## src/rtl/load_store_unit.sv

```systemverilog
// -----------------------------------------------------------------------------
// load_store_unit
//
// Executes one LDR or STR at a time against a simple request/acknowledge
// memory port and hands the result back to the register bank.
//
// Ports
//   clk, reset      : rising-edge clock, synchronous active-high reset
//   start           : issue strobe, honoured only while busy = 0
//   is_load         : 1 = LDR, 0 = STR (sampled with start)
//   rd              : LDR destination register index (sampled with start)
//   base            : base address (sampled with start)
//   offset          : 12-bit unsigned immediate (sampled with start)
//   up              : 1 = base + offset, 0 = base - offset (sampled with start)
//   store_data      : STR data (sampled with start)
//   mem_req/mem_we  : memory request and write qualifier
//   mem_addr        : request address
//   mem_wdata       : request write data
//   mem_ack         : memory completion
//   mem_rdata       : read data, valid in the mem_ack cycle
//   Dest, ldr_in    : register-bank writeback index and data (held between writes)
//   memory_enable   : one-cycle register-bank write strobe (LDR complete)
//   str_enable      : one-cycle store-complete pulse (STR complete)
//   busy            : high whenever the FSM is not IDLE
//   align_err       : sticky misaligned-address flag, cleared by the next start
//   timeout_err     : sticky no-acknowledge flag, cleared by the next start
//   state_dbg       : current FSM state (IDLE=0, REQ=1, WB=2, DONE=3)
//
// Memory handshake: mem_req acts as "valid" and mem_ack as "ready". A request
// is presented for as long as mem_req = 1 with mem_we/mem_addr/mem_wdata held
// constant; it completes in the first cycle where mem_req = 1 and mem_ack = 1,
// and mem_req drops on the following cycle. mem_ack is ignored while mem_req = 0.
// -----------------------------------------------------------------------------
module load_store_unit #(
  parameter int unsigned TIMEOUT = 15
) (
  input  logic        clk,
  input  logic        reset,
  input  logic        start,
  input  logic        is_load,
  input  logic [3:0]  rd,
  input  logic [31:0] base,
  input  logic [11:0] offset,
  input  logic        up,
  input  logic [31:0] store_data,
  output logic        mem_req,
  output logic        mem_we,
  output logic [31:0] mem_addr,
  output logic [31:0] mem_wdata,
  input  logic        mem_ack,
  input  logic [31:0] mem_rdata,
  output logic [3:0]  Dest,
  output logic [31:0] ldr_in,
  output logic        memory_enable,
  output logic        str_enable,
  output logic        busy,
  output logic        align_err,
  output logic        timeout_err,
  output logic [1:0]  state_dbg
);

  localparam logic [7:0] TIMEOUT_C = 8'(TIMEOUT);

  typedef enum logic [1:0] {
    IDLE = 2'd0,
    REQ  = 2'd1,
    WB   = 2'd2,
    DONE = 2'd3
  } state_t;

  state_t      state;
  state_t      state_next;
  logic [7:0]  cnt;
  logic        we_q;
  logic [3:0]  rd_q;
  logic [31:0] addr_calc;
  logic        addr_ok;
  logic        cnt_hit;

  // Offset is zero-extended; the 32-bit result wraps silently.
  assign addr_calc = up ? (base + {20'b0, offset}) : (base - {20'b0, offset});
  assign addr_ok   = (addr_calc[1:0] == 2'b00);

  // True in the REQ cycle that would make the no-ack count reach TIMEOUT.
  // An ack in that same cycle still wins, because the ack is tested first.
  assign cnt_hit = ((cnt + 8'd1) == TIMEOUT_C);

  always_comb begin
    state_next = state;
    case (state)
      IDLE: if (start && addr_ok) state_next = REQ;
      REQ: begin
        if (mem_ack)      state_next = we_q ? DONE : WB;
        else if (cnt_hit) state_next = IDLE;
      end
      WB:      state_next = IDLE;
      DONE:    state_next = IDLE;
      default: state_next = IDLE;
    endcase
  end

  always_ff @(posedge clk) begin
    if (reset) begin
      state       <= IDLE;
      cnt         <= 8'd0;
      we_q        <= 1'b0;
      rd_q        <= 4'd0;
      mem_addr    <= 32'd0;
      mem_wdata   <= 32'd0;
      Dest        <= 4'd0;
      ldr_in      <= 32'd0;
      align_err   <= 1'b0;
      timeout_err <= 1'b0;
    end else begin
      state <= state_next;
      case (state)
        IDLE: begin
          if (start) begin
            we_q        <= ~is_load;
            rd_q        <= rd;
            mem_addr    <= addr_calc;
            mem_wdata   <= store_data;
            cnt         <= 8'd0;
            timeout_err <= 1'b0;
            align_err   <= ~addr_ok;
          end
        end
        REQ: begin
          if (mem_ack) begin
            // Writeback registers change only on a load completion so they
            // hold their previous contents at all other times.
            if (!we_q) begin
              Dest   <= rd_q;
              ldr_in <= mem_rdata;
            end
          end else if (cnt_hit) begin
            timeout_err <= 1'b1;
          end else begin
            cnt <= cnt + 8'd1;
          end
        end
        default: ;
      endcase
    end
  end

  // All control outputs decode the registered state, so reset clears them.
  assign mem_req       = (state == REQ);
  assign mem_we        = (state == REQ) && we_q;
  assign memory_enable = (state == WB);
  assign str_enable    = (state == DONE);
  assign busy          = (state != IDLE);
  assign state_dbg     = state;

endmodule

```

## config.mk

```make
export PLATFORM = sky130hd
export DESIGN_NAME = load_store_unit
export DESIGN_NICKNAME = d
export VERILOG_FILES = /design/src/rtl/load_store_unit.sv
export SDC_FILE = /design/constraint.sdc
export NUM_CORES = 1
export LEC_CHECK = 0
export ABC_AREA = 1
export CAP_MARGIN = 20
export CORE_ASPECT_RATIO = 1.75
export CORE_MARGIN = 2
export CORE_UTILIZATION = 47
export CTS_CLUSTER_DIAMETER = 50
export CTS_CLUSTER_SIZE = 30
export DETAILED_ROUTE_END_ITERATION = 6
export PLACE_DENSITY = 0.79
export SKIP_CTS_REPAIR_TIMING = 1
export SLEW_MARGIN = 20
export SYNTH_ARGS = -nofsm -noshare
export SYNTH_HDL_FRONTEND = slang
export SYNTH_SLANG_ARGS = --single-unit
export TNS_END_PERCENT = 1
```

## constraint.sdc

```tcl
create_clock -name clk -period 3.6 [get_ports clk]
set_clock_uncertainty 0.15 [all_clocks]
set_input_delay 0.72 -clock clk [delete_from_list [all_inputs] [get_ports clk]]
set_output_delay 0.72 -clock clk [all_outputs]
set_load 0.02 [all_outputs]
```

Word-level counts from Yosys, hierarchy flattened --
Cells that the tools add are included.
Word-level totals: input port bits 118, output and inout bits 109, flip-flop bits (word level) 117, logic and storage cells 52
Cells by class: mux-type cells 14, equal/unequal tests 10, reduce and logical (&&, ||, !) cells 12, bitwise operators 3, add/sub/neg operators 3
Operators by type and width (count):
- $add 32x12->32 | 1
- $mux 32 | 1
- $sub 32x12->32 | 1
- $mux 8 | 3
- $pmux 8 s2 | 1
- $add 8x1->8 const B | 1
- $eq 8x4->1 const B | 1
- $ne 2x2->1 const B | 4
- $reduce_and 4->1 | 2
- $mux 2 | 3
- $pmux 2 s3 | 1
- $eq 2x2->1 const B | 2
- $logic_not 2->1 | 2
- $mux 1 | 4
- $reduce_and 2->1 | 2
- $reduce_bool 2->1 | 2
- $ne 3x1->1 const B | 1
- $not 1->1 | 3
- $reduce_and 3->1 | 1
- $eq 2x1->1 const B | 1
- $logic_and 1x1->1 | 2
- $ne 2x1->1 const B | 1
- $pmux 1 s2 | 1
- $reduce_or 2->1 | 1

Longest topological paths before layout --
word-level depth 6, depth in mapped cells 21, depth with buffers taken out 21

Least setup slack after synthesis --
Ideal clock, no wire load.
kind in2reg, start point input port offset[1], end point register mem_addr[23], setup time 0.109 ns, path buffers 0, data arrival time 2.848 ns, data required time 3.341 ns, stages on the path 18, setup slack 0.493 ns, cells stage by stage inv_1 ha_1 nand2_1 nor2_1 nand2_1 o31ai_2 nand2_1 ha_1 nand2_1 nor2_1 and2_1 nand2_1 nand2_1 nand2_1 nand3_1 nand3_1 nand2_1 inv_1
On the way: word-level cells in the longest chain between the ends 2, elaborated cells between the ends (all ways) 3, classes of those cells add/sub: 2; mux: 1
RTL lines:
- start: declaration | line 43 | input logic [11:0] offset,
- $sub 32x12->32 / $add 32x12->32 (equally long branches) | line 81 | assign addr_calc = up ? (base + {20'b0, offset}) : (base - {20'b0, offset});
- $mux 32 * | line 81
- end signal: assignment | line 121 | mem_addr <= addr_calc;
- end: declaration | line 48 | output logic [31:0] mem_addr,
Mark *: on every way between the ends. The rest lies on a longest branch, timed or not. A chain may end at the register's enable or synchronous reset.

Worst setup path in the final report --
start point input port offset[1], end point register mem_addr[22]
Same word-level chain as after synthesis.

==> results.sh <==
export IMPL_r2r_start="state_dbg[1]"
export IMPL_maxSlewViolCount=0
export IMPL_place_inst=1624
export IMPL_die_area_sq_mm=0.0163
export IMPL_critPathRequiredTime_ns=3.76
export IMPL_first_iter_violations=338
export IMPL_drc=0
export IMPL_powerDensity_mw_per_mm2=441
export IMPL_start_util=0.479
export IMPL_syn_area_sq_mm=0.00715
export IMPL_critPathSlowestCell="clkdlybuf4s50_1"
export IMPL_routed_via_count=8128
export IMPL_wl_met3_mm=1.28
export IMPL_cts_max_path_buffers=2
export IMPL_grt_first_pass_wirelength_mm=37.4
export IMPL_p_sw_frac=0.337
export IMPL_synth_cell_types=36
export IMPL_syn_avg_cell_area_sq_um=6.15
export IMPL_grt_pass1_vias=7848
export IMPL_hpwl_mm=17.6
export IMPL_grt_max_degree=68
export IMPL_clkTransAtPathRegs_ns=0.07
export IMPL_synth_cells=1163
export IMPL_ir_worst_vdd_uv=311
export IMPL_fin_crit_ns=3.45
export IMPL_clock_sinks=117
export IMPL_fmax_mhz=290
export IMPL_viasPerCell=4.90
export IMPL_drt_wl_total_mm=23.4
export IMPL_cts_tree="built"
export IMPL_coreArea_sq_mm=0.0149
export IMPL_min_path_cells=2
export IMPL_die_x_um=97.2
export IMPL_drive_above_1_share=0.119
export IMPL_finalHoldViolCount=0
export IMPL_io_pins=227
export IMPL_p_total_mw=4.79
export IMPL_crit_top_cell="nand2_1"
export IMPL_drv_cap=0
export IMPL_antenna_found_initial=0
export IMPL_worst_pin_slew_ns=0.704
export IMPL_min_from="mem_wdata[26]"
export IMPL_synth_nets=1317
export IMPL_clk_latency_ns=0.41
export IMPL_pwr_share_seq=0.313
export IMPL_final_antenna_net_count=0
export IMPL_gp_congestion=0.948
export IMPL_power_leakage_nw=5.52
export IMPL_finalNonFillerCells=1658
export IMPL_reg2reg_slack_ns=1.55
export IMPL_hold_end="mem_wdata[26]"
export IMPL_r2r_end="mem_addr[8]"
export IMPL_die_h_um=167
export IMPL_routed_top_layer="met4"
export IMPL_p_clk_frac=0.366
export IMPL_status="finished clean"
export IMPL_ys_warn_count=0
export IMPL_slew_headroom=0.531
export IMPL_grt_ovfl_total=0
export IMPL_seq_area_frac_synth=0.328
export IMPL_grt_util_all_layers=0.285
export IMPL_dr_pass1_iters=5
export IMPL_end_kind="register"
export IMPL_cts_root_buffer="clkbuf_16"
export IMPL_cts_buffers=17
export IMPL_final_cell_mix="nand2_1, nor2_1, clkdlybuf4s50_1"
export IMPL_crit_chain="clkdlybuf4s50_1 -> inv_2 -> ha_1 -> nand2_1 -> nor2_2 -> nand2_1 -> o31ai_2 -> buf_4 -> nand2_1 -> ha_1 -> nand2_2 -> inv_1 -> nand2_1 -> nand2_1 -> a21oi_1 -> nand2_2 -> nand2_1 -> nand2_1 -> nand2_1 -> nand3_1 -> nand2_1 -> inv_1"
export IMPL_max_stage_delay_ns=0.41
export IMPL_num_rows=59
export IMPL_power_internal_mw=3.17
export IMPL_power_frac_comb=0.320
export IMPL_ys_seq_elements=117
export IMPL_post_route_period_util=0.958
export IMPL_hold_path_class="reg -> reg"
export IMPL_p_sw_mw=1.62
export IMPL_io_buffer_count=226
export IMPL_m1WireLength_mm=8.56
export IMPL_wl_met2_mm=12.2
export IMPL_setup_viol=0
export IMPL_crit_path_start_kind="input pin"
export IMPL_syn2layout_area_growth_pct=52.0
export IMPL_rr_worst_depth=8
export IMPL_wl_per_cell_um=14.1
export IMPL_crit_arrival_ns=3.62
export IMPL_critPathMaxFanout=5
export IMPL_final_common_cell="nand2_1"
export IMPL_htreeDepth=4
export IMPL_fin_nets=1616
export IMPL_timing_worst_setup_path_type="in -> reg"
export IMPL_diodes=0
[synth_stat cells (all sizes together)]
cell,n,area (sq um)
inv,173,649
a21o,1,7.51
nand4,2,12.5
nand2,283,1070
o211ai,2,15.0
ha,35,438
nand3b,2,15.0
nor2,286,1100
a21boi,2,15.0
xor2,19,166
o31ai,1,12.5
clkbuf,16,60.1
o21ai,98,490
a211oi,1,7.51
nand3,51,280
nor3,2,10.0
xnor2,7,61.3
nor4,1,6.26
buf,20,119
and2,4,25.0
and3,1,6.26
o21bai,1,7.51
a21oi,37,208
fa,1,20.0
dfxtp,117,2340
[power by group through the flow]
stage	Sequential (mW)	Combinational [mW]	Clock, mW
after global routing	1.52	1.69	1.83
final	1.50	1.54	1.75
after global placement	1.52	1.49	0
after CTS	1.50	1.52	1.77
after floorplan	1.66	0.680	0
after detailed placement	1.53	1.50	0
[per-layer routing]
layer | vias to the layer above | global-route usage
met3 | 75 | 0.0501
li1 | 4172 | -
met2 | 284 | 0.531
met5 | - | 0
met1 | 3597 | 0.294
met4 | 0 | 0.171
[layout make-up]
type / count / area, sq um
well taps: 183 / 229
fillers: 1260 / 4050
clock inverters: 15 / 183
clock buffers: 17 / 425
multi-input cells: 837 / 4060
flip-flops and latches: 117 / 2340
inverters: 173 / 649
repair buffers: 316 / 2970
[metrics by stage]
step                      utilization  area (sq um)  setup WS (ns)  TNS, ns  hold slack [ns]
final                           0.729         10900          0.150        0            0.332
after global routing            0.729         10900        -0.0754   -0.191            0.354
after CTS                       0.721         10800        -0.0476  -0.0911            0.336
after detailed placement        0.681         10100         -0.471    -6.39            0.321
after global placement          0.681         10100         -0.372    -4.53            0.302
after floorplan                     -          7150          0.493        0            0.306
[state kept, by name (all words and copies together) (netlist names), 2 cells and up]
signal,flops
ldr_in,32
Dest,4
mem_addr,32
cnt,8
mem_wdata,32
rd_q,4
state_dbg,2
[how the worst max path moves through the flow]
stage,startpoint,cells after the start,endpoint,slack (ns)
floorplan,offset[1],18,mem_addr[23],0.49
global placement,offset[0],20,mem_addr[23],-0.37
detailed placement,offset[0],20,mem_addr[23],-0.47
CTS,offset[0],20,mem_addr[23],-0.05
global route,offset[1],22,mem_addr[22],-0.08
finish,offset[1],22,mem_addr[22],0.15
[worst max-delay path: cells and delay by family]
family / cells / cell delay [ns]
buf+inv: 5 / 0.74
fa+ha+maj: 2 / 0.53
compound gates: 2 / 0.39
simple gates: 13 / 1.22
[cell families (layout without fill, tap and decap cells)]
group                    after synthesis  after routing  synth area share
AND/OR/NAND/NOR                      632            632             0.354
XOR/XNOR                              26             26            0.0319
AO/OA/AOI/OAI                        143            143             0.107
adder cells (fa/ha/maj)               36             36            0.0641
flip-flops                           117            117             0.328
buffers and inverters                209            521             0.116
Note: power is estimated with default switching activity, not from simulation.
